`src/rtl/pattern_gen.sv`:
```
// Multi-mode video test-pattern generator: colour-bar grid, checkerboard, grey ramp, scrolling bars.
// Two-cycle pipeline from coordinate to colour; no backpressure, one pixel accepted every clock.
module pattern_gen #(
   parameter int X_W         = 11,
   parameter int Y_W         = 10,
   parameter int BPC         = 2,
   parameter int H_ACTIVE    = 800,
   parameter int V_ACTIVE    = 600,
   parameter int BAR_W       = 100,
   parameter int BAR_H       = 75,
   parameter int CHK_LOG2    = 5,
   parameter int GRAD_SHIFT  = 3,
   parameter int SCROLL_STEP = 4,
   parameter int FRAME_W     = 8
) (
   input  logic                 clk,
   input  logic                 rst,
   input  logic [X_W-1:0]       x,
   input  logic [Y_W-1:0]       y,
   input  logic                 frame_start,
   input  logic [1:0]           mode,
   output logic [3*BPC-1:0]     color,
   output logic [1:0]           mode_active,
   output logic [FRAME_W-1:0]   frame_cnt
);

   localparam int CW       = 3 * BPC;
   localparam int GREY_MAX = (1 << BPC) - 1;

   localparam logic [1:0] MODE_GRID   = 2'd0;
   localparam logic [1:0] MODE_CHECK  = 2'd1;
   localparam logic [1:0] MODE_RAMP   = 2'd2;
   localparam logic [1:0] MODE_SCROLL = 2'd3;

   // Elaboration-time guards on parameter combinations the datapath relies on.
   if (BPC < 2 || BPC > 8) begin : g_bad_bpc
      $error("pattern_gen: BPC must be in 2..8");
   end
   if (8 * BAR_W < H_ACTIVE || 8 * BAR_H < V_ACTIVE) begin : g_bad_bar
      $error("pattern_gen: eight bars must cover the active area");
   end
   if (SCROLL_STEP <= 0 || SCROLL_STEP >= H_ACTIVE) begin : g_bad_step
      $error("pattern_gen: SCROLL_STEP must be in 1..H_ACTIVE-1");
   end
   if (CHK_LOG2 >= X_W || CHK_LOG2 >= Y_W) begin : g_bad_chk
      $error("pattern_gen: CHK_LOG2 exceeds coordinate width");
   end

   // Bar colour table, bit c selects channel c.
   function automatic logic [2:0] bar_bits(input logic [2:0] idx);
      case (idx)
         3'd0:    bar_bits = 3'b000;
         3'd1:    bar_bits = 3'b001;
         3'd2:    bar_bits = 3'b010;
         3'd3:    bar_bits = 3'b100;
         3'd4:    bar_bits = 3'b011;
         3'd5:    bar_bits = 3'b101;
         3'd6:    bar_bits = 3'b110;
         default: bar_bits = 3'b111;
      endcase
   endfunction

   logic [X_W-1:0] offset;

   logic [X_W:0]   off_sum;
   logic [X_W-1:0] off_next;
   logic [X_W-1:0] off_eff;
   logic [1:0]     mode_eff;
   logic [X_W:0]   x_sum;
   logic [X_W:0]   x_eff;
   logic [X_W-1:0] x_shr;
   logic [2:0]     bx_d;
   logic [2:0]     by_d;
   logic           blank_d;
   logic           chk_d;
   logic [BPC-1:0] grey_d;

   // A frame_start pixel already belongs to the new frame, so it sees the new mode and offset.
   always_comb begin
      off_sum  = {1'b0, offset} + (X_W+1)'(SCROLL_STEP);
      off_next = off_sum[X_W-1:0];
      if (off_sum >= (X_W+1)'(H_ACTIVE))
         off_next = X_W'(off_sum - (X_W+1)'(H_ACTIVE));
      mode_eff = frame_start ? mode : mode_active;
      off_eff  = (frame_start && mode == MODE_SCROLL) ? off_next : offset;
   end

   always_comb begin
      x_sum = {1'b0, x} + {1'b0, off_eff};
      x_eff = {1'b0, x};
      if (mode_eff == MODE_SCROLL) begin
         x_eff = x_sum;
         if (x_sum >= (X_W+1)'(H_ACTIVE))
            x_eff = x_sum - (X_W+1)'(H_ACTIVE);
      end
   end

   // Bar indices via threshold comparators; the last bar absorbs any overshoot.
   always_comb begin
      bx_d = 3'd0;
      by_d = 3'd0;
      for (int k = 1; k < 8; k++) begin
         if (x_eff >= (X_W+1)'(k * BAR_W))
            bx_d = 3'(k);
         if (y >= Y_W'(k * BAR_H))
            by_d = 3'(k);
      end
   end

   always_comb begin
      blank_d = (x >= X_W'(H_ACTIVE)) || (y >= Y_W'(V_ACTIVE));
      chk_d   = x[CHK_LOG2] ^ y[CHK_LOG2];
      x_shr   = x >> GRAD_SHIFT;
      grey_d  = x_shr[BPC-1:0];
      if (x_shr > X_W'(GREY_MAX))
         grey_d = BPC'(GREY_MAX);
   end

   // Frame-level state: mode latch, frame counter and scroll offset.
   always_ff @(posedge clk or posedge rst) begin
      if (rst) begin
         mode_active <= MODE_GRID;
         frame_cnt   <= '0;
         offset      <= '0;
      end else if (frame_start) begin
         mode_active <= mode;
         frame_cnt   <= frame_cnt + 1'b1;
         if (mode == MODE_SCROLL)
            offset <= off_next;
      end
   end

   logic           s1_blank;
   logic           s1_chk;
   logic [2:0]     s1_bx;
   logic [2:0]     s1_by;
   logic [BPC-1:0] s1_grey;
   logic [1:0]     s1_mode;

   always_ff @(posedge clk or posedge rst) begin
      if (rst) begin
         s1_blank <= 1'b0;
         s1_chk   <= 1'b0;
         s1_bx    <= 3'd0;
         s1_by    <= 3'd0;
         s1_grey  <= '0;
         s1_mode  <= MODE_GRID;
      end else begin
         s1_blank <= blank_d;
         s1_chk   <= chk_d;
         s1_bx    <= bx_d;
         s1_by    <= by_d;
         s1_grey  <= grey_d;
         s1_mode  <= mode_eff;
      end
   end

   logic [2:0]    pbx;
   logic [2:0]    pby;
   logic [CW-1:0] color_d;

   always_comb begin
      pbx     = bar_bits(s1_bx);
      pby     = bar_bits(s1_by);
      color_d = '0;
      if (!s1_blank) begin
         for (int c = 0; c < 3; c++) begin
            case (s1_mode)
               MODE_CHECK: color_d[c*BPC +: BPC] = {BPC{s1_chk}};
               MODE_RAMP:  color_d[c*BPC +: BPC] = s1_grey;
               default:    color_d[c*BPC + BPC - 2 +: 2] = {pby[c], pbx[c]};
            endcase
         end
      end
   end

   always_ff @(posedge clk or posedge rst) begin
      if (rst)
         color <= '0;
      else
         color <= color_d;
   end

endmodule
```
`config.mk`:
```
export PLATFORM = sky130hd
export DESIGN_NAME = pattern_gen
export DESIGN_NICKNAME = d
export VERILOG_FILES = /design/src/rtl/pattern_gen.sv
export SDC_FILE = /design/constraint.sdc
export NUM_CORES = 1
export LEC_CHECK = 0
export BUFFER_PORTS_ARGS = -buffer_cell sky130_fd_sc_hd__clkbuf_2
export CAP_MARGIN = 20
export CORE_MARGIN = 3
export CORE_UTILIZATION = 50
export DETAILED_ROUTE_END_ITERATION = 12
export PLACE_DENSITY_LB_ADDON = 0.12
export SETUP_SLACK_MARGIN = 0.02
export SYNTH_ARGS = -nofsm -noshare
export SYNTH_HDL_FRONTEND = slang
export SYNTH_SLANG_ARGS = --single-unit
```
`constraint.sdc`:
```
create_clock -name clk -period 7.1 [get_ports clk]
set_input_delay 0.71 -clock clk [delete_from_list [all_inputs] [get_ports clk]]
set_output_delay 0.71 -clock clk [all_outputs]
set_load 0.03 [all_outputs]
```
Word level (Yosys, flattened, before mapping)
Index checks and enable logic that the tools add are counted.
{"block": "classes", "n_mul": 0, "add_sub_neg": 5, "magnitude_cmp": 19, "n_bitwise": 1, "n_mux": 26, "shifts": 0, "n_reduce_logical": 5, "div_mod_pow": 0, "eq_ne": 16}
{"operator": "12-bit by 10-bit >= comparator with 1-bit output, second input constant", "n": 4}
{"operator": "3-bit case mux with 7 select lines", "n": 2}
{"operator": "12-bit by 9-bit >= comparator with 1-bit output, second input constant", "n": 3}
{"operator": "3-bit two-way mux", "n": 12}
{"operator": "10-bit by 9-bit >= comparator with 1-bit output, second input constant", "n": 3}
{"operator": "12-bit two-way mux", "n": 2}
{"operator": "11-bit two-way mux", "n": 2}
{"operator": "10-bit >= comparator, second input constant", "n": 2}
{"operator": "10-bit by 8-bit >= comparator with 1-bit output, second input constant", "n": 2}
{"operator": "3-bit equality test, second input constant", "n": 6}
{"operator": "11-bit by 11-bit adder with 12-bit output", "n": 1}
{"operator": "11-bit by 3-bit adder with 12-bit output, second input constant", "n": 1}
{"operator": "3-bit by 2-bit equality test with 1-bit output, second input constant", "n": 4}
{"operator": "12-bit by 7-bit >= comparator with 1-bit output, second input constant", "n": 1}
{"operator": "12-bit by 8-bit >= comparator with 1-bit output, second input constant", "n": 1}
{"operator": "2-bit case mux with 2 select lines", "n": 3}
{"operator": "12-bit by 10-bit subtractor with 12-bit output, second input constant", "n": 1}
{"operator": "11-bit by 10-bit >= comparator with 1-bit output, second input constant", "n": 1}
{"operator": "11-bit by 10-bit subtractor with 11-bit output, second input constant", "n": 1}
{"operator": "10-bit by 7-bit >= comparator with 1-bit output, second input constant", "n": 1}
{"operator": "8-bit by 1-bit adder with 8-bit output, second input constant", "n": 1}
{"operator": "8-bit by 2-bit > comparator with 1-bit output, second input constant", "n": 1}
{"operator": "2-bit equality test, second input constant", "n": 3}
{"operator": "3-bit by 1-bit equality test with 1-bit output, second input constant", "n": 2}
{"operator": "other kinds (9)", "n": 12}
{"block": "word_totals", "wordCells": 81, "reg_bits": 37, "latch_bits": 0, "rom_bits": 0, "n_memories": 0, "mem_bits_rw": 0, "out_inout_bits": 16}

Logic depth before layout (Yosys ltp)
{"block": "depth", "word_depth": 16, "mapped_depth": 24}

Worst setup path after synthesis
No wires, ideal clock.
{"block": "synth_path", "path_type": "flip-flop to flip-flop", "from": "register offset[2]", "to": "register s1_bx[0]", "setup_slack_ns": 2.094, "n_path_buf": 0, "path_stages_with_launch": 22, "required_time_ns": 7.020, "arrival_time_ns": 4.926, "synth_period_minus_slack_ns": 5.006, "setup_ns": 0.080, "path_cell_list": "dfrtp_1 ha_1 nand3_1 xor2_1 nand3_1 o21ai_0 a221o_1 a32oi_1 mux2_2 o21ai_0 ha_1 or3_1 a221oi_1 a31oi_1 a21oi_1 o311ai_2 xnor2_2 mux2i_2 a21oi_1 mux2_2 o32a_1 o211ai_2"}
{"block": "synth_between", "elab_chain_len": 16}
{"element": "from (decl)", "line": "63", "text": "logic [X_W-1:0] offset;"}
{"element": "from (signal assigned)", "line": "129", "text": "offset <= off_next;"}
{"element": "11-bit by 3-bit adder with 12-bit output", "line": "80", "text": "off_sum = {1'b0, offset} + (X_W+1)'(SCROLL_STEP);"}
{"element": "11-bit by 10-bit subtractor with 11-bit output / 12-bit by 10-bit >= comparator with 1-bit output (equally long branches)", "line": "83, 82"}
{"element": "11-bit two-way mux", "line": "82", "text": "if (off_sum >= (X_W+1)'(H_ACTIVE))"}
{"element": "11-bit two-way mux (*)", "line": "85", "text": "off_eff = (frame_start && mode == MODE_SCROLL) ? off_next : offset;"}
{"element": "11-bit by 11-bit adder with 12-bit output (*)", "line": "89", "text": "x_sum = {1'b0, x} + {1'b0, off_eff};"}
{"element": "12-bit by 10-bit subtractor with 12-bit output / 12-bit by 10-bit >= comparator with 1-bit output (equally long branches)", "line": "94, 93"}
{"element": "12-bit two-way mux (*)", "line": "93", "text": "if (x_sum >= (X_W+1)'(H_ACTIVE))"}
{"element": "12-bit two-way mux (*)", "line": "91", "text": "if (mode_eff == MODE_SCROLL) begin"}
{"element": "12-bit by 7-bit >= comparator with 1-bit output", "line": "103", "text": "if (x_eff >= (X_W+1)'(k * BAR_W))"}
{"element": "1-bit two-way mux", "line": "103"}
{"element": "3-bit two-way mux (5 in series)", "line": "103"}
{"element": "3-bit two-way mux (*)", "line": "103"}
{"element": "via bx_d[0]", "line": "72", "text": "logic [2:0] bx_d;"}
{"element": "to (signal assigned)", "line": "144", "text": "s1_bx <= 3'd0;"}
{"element": "to (signal assigned)", "line": "151", "text": "s1_bx <= bx_d;"}
{"element": "to (decl)", "line": "135", "text": "logic [2:0] s1_bx;"}
The timed path passes the listed nets; every way through them passes the cells marked *.
A chain may end at the register's enable or synchronous reset.

Final worst setup path
Ends and elaborated chain as after synthesis.

==> flow_summary.yaml <==
logic_synthesis:
  synthSimpleGateAreaFrac_pct: 20.95
  synth.area.mux_share_pct: 3.060
  yosys.area.top_type: "dfrtp_1"
  synth_nets: 389
  synth.top_cell.area_share_pct: 29.75
  synth_top_family_by_area: "compound AO/OA/AOI/OAI gates"
  synth_cell_types: 62
  yosysWarnings: 0
  yosysMostFrequentCell: "nand2_1"
  syn_inst: 345
  synth_edf_count: 0
  synth.area.top_cells: "dfrtp_1 30%, ha_1 7.2%, nand2_1 5.0%"
  avgSynthCellArea_sq_um: 8.534
  synthArstFlopShare_pct: 100.0
  synth_common_cells: "39 x nand2_1, 35 x dfrtp_1, 26 x a21oi_1"
  ys.flop_type: "dfrtp_1"
  yosys.area_share.adder_pct: 7.905
  synth-xor-area-share_pct: 9.732
  synth_compound_area_share_pct: 25.33
  ys_seq_elements: 35
  syn_area_sq_um: 2944
  synth-seq-area-share_pct: 29.75
drt:
  drcViolationCount: 0
  routedWlPerCell_um: 13.71
  drtPass1Iterations: 4
  num_vias: 2615
  antenna_left: 0
  routed_via_density: 5.747
  routed_wl_um: 6236
  drt_iter0_markers: 117
cts:
  worstSkewPairLatency_ns: 0.29
  post_cts_buffers: 0
  tritoncts: "yes"
  postCtsHoldBufs: 0
  path_clk_slew_ns: 0.08
  ctsRootBufferMaster: "clkbuf_8"
  htreeDepth: 2
  cts_sinks: 35
  clk_path_buf_depth: 2
  cts_made_buffers: 5
  post_cts_resize_count: 0
sta:
  setup_viol: 0
  setup_tns_ns: 0
  period_share_pct: 80.80
  final-hold-violation-count: 0
  max_freq_mhz: 174.3
  worst_pin_slew_ns: 0.6912
  clock_skew_ns: 0.01523
  slew_violations: 0
  finalWorstSetupSlack_ns: 1.363
  final.min_clock_period_ns: 5.737
  slew_headroom_pct: 53.89
  rsz0062_at_grt: "false"
critical_path:
  reg2reg_depth: 22
  reg2reg_to: "s1_bx[0]"
  criticalPathCategory: "reg -> reg"
  worstPathArrival_ns: 5.94
  crit-reg2reg-launch: "offset[2]"
  cp_max_fo: 12
  rrSetupSlack_ns: 1.36
  cpLargestDelayFamily: "compound AO/OA/AOI/OAI gates"
  end_kind: "register"
  crit_slowest_cell: "dfrtp_1"
  slowest_delay_ns: 0.51
  crit_required_ns: 7.30
  crit_path_start_kind: "register"
  cp_num_buf_inv: 0
  cp_cell_sequence: "ha_1, nand3_1, xor2_1, nand3_1, o21ai_0, a221o_1, a32oi_1, nand2_1, xnor2_1, o21ai_0, ha_1, or3_1, a221oi_1, a31oi_1, a21oi_1, o311ai_2, xnor2_2, mux2i_2, a21oi_1, mux2_2, o32a_1, o211ai_2"
global_routing:
  grt_max_degree: 20
  grt_use_total_pct: 18.98
  gr-total-overflow: 0
  grt_pass1_vias: 2351
  grt_pass1_wl_um: 10230
  antenna_found_initial: 0
power:
  peakVddDrop_mv: 0.2551
  leakagePower_nw: 1.504
  p_total_mw: 1.281
  powerDensity_nw_per_um2: 387.1
die:
  fp-row-count: 27
  initial_utilization_pct: 52.50
  die_w_um: 82.74
  design.die.area_sq_um: 6845
  io_pins: 42
  coreArea_sq_um: 5608
  die_height_um: 82.74
place:
  placed_cell_area_sq_um: 3197
  dp_slack_ns: 1.403
  portBuffers: 39
  hpwlAfterDp_um: 4919
  gp_congestion: 0.8233
cells_and_area:
  utilization_pct: 59.01
  final_area_sq_um: 3309
  antenna_cells: 0
  syn_to_final_growth_pct: 12.41
  fill_cells: 521
  layout-drive-gt1-share_pct: 18.54
  nNetsFinal: 426
status:
  run_status: "completed"
min_path:
  hp-class: "in -> async"
run:
  max_cap_violations: 0
[cell usage in the layout, fill, tap and decap left out, types with 3 or more instances in the layout]
master,netlist,layout
or2_2,3,3
nor2_1,18,18
and2_1,4,4
clkbuf_8,0,5
inv_1,15,15
ha_1,17,17
clkbuf_2,0,39
and3_1,3,3
a21oi_1,26,26
a31oi_1,5,5
xor2_1,15,15
nand2b_1,4,4
o31ai_1,4,4
nor3_1,11,11
a21o_1,11,11
nand4_1,7,7
or3_1,3,3
nand3_1,15,15
o21ai_0,24,24
o211ai_1,5,5
xnor2_1,14,14
mux2_2,5,5
nor2b_1,4,4
dfrtp_1,35,35
nand2_1,39,39
a32oi_1,3,3
[per-stage QoR]
stage	std cells	hold slack (ns)
floorplan	345	0.4984
global placement	447	0.4598
detailed placement	447	0.4865
CTS	455	0.4975
global route	455	0.5129
finish	455	0.4713
[where the power goes]
part           total [mW]  internal [mW]  switching (mW)  leakage, nW
clock               0.177          0.105          0.0729       0.0581
sequential          0.326          0.254          0.0717        0.420
combinational       0.777          0.322           0.455         1.03
total                1.28          0.681           0.600         1.50
[flip-flops by register name, summed over array words and instances, names as in the netlist]
| register | count |
|---|---|
| color | 6 |
| frame_cnt | 8 |
| offset | 9 |
| s1_blank | 1 |
| s1_bx | 3 |
| s1_by | 3 |
| s1_chk | 1 |
| s1_grey | 2 |
| s1_mode | 2 |
[cell type report]
class	instances	area, sq um	area share (%)
clock buffer	5	68.82	2.079
clock inverter	3	43.79	1.323
inverter	15	56.30	1.701
multi-input combinational	285	1972	59.58
sequential	35	875.8	26.47
tap	72	90.09	2.722
timing repair buffer	40	202.7	6.125
[per-layer routing]
layer	share of wire, %	track usage, %	vias up	routed length, um
li1	-	-	1337	-
met2	47	32.45	52	2934
met5	0	0	-	0
met4	1.7	6.046	0	106
met1	48	25.02	1217	2964
met3	3.7	2.061	9	230
[cell families after synthesis]
family	Yosys count
muxes	8
adders and majority gates	18
DFF	35
buffers and inverters	25
and+or+nand+nor	122
AOI/OAI and AO/OA	106
xor gates and xnor gates	31
[worst max-delay path by stage]
stage,start,to,slack (ns),cells after the start
global route,offset[2],s1_bx[0],0.85,22
CTS,offset[2],s1_bx[0],1.35,21
finish,offset[2],s1_bx[0],1.36,22
global placement,offset[2],s1_bx[0],1.42,21
floorplan,offset[2],s1_bx[0],2.09,21
detailed placement,offset[2],s1_bx[0],1.40,21
(Power assumes the default switching activity.)
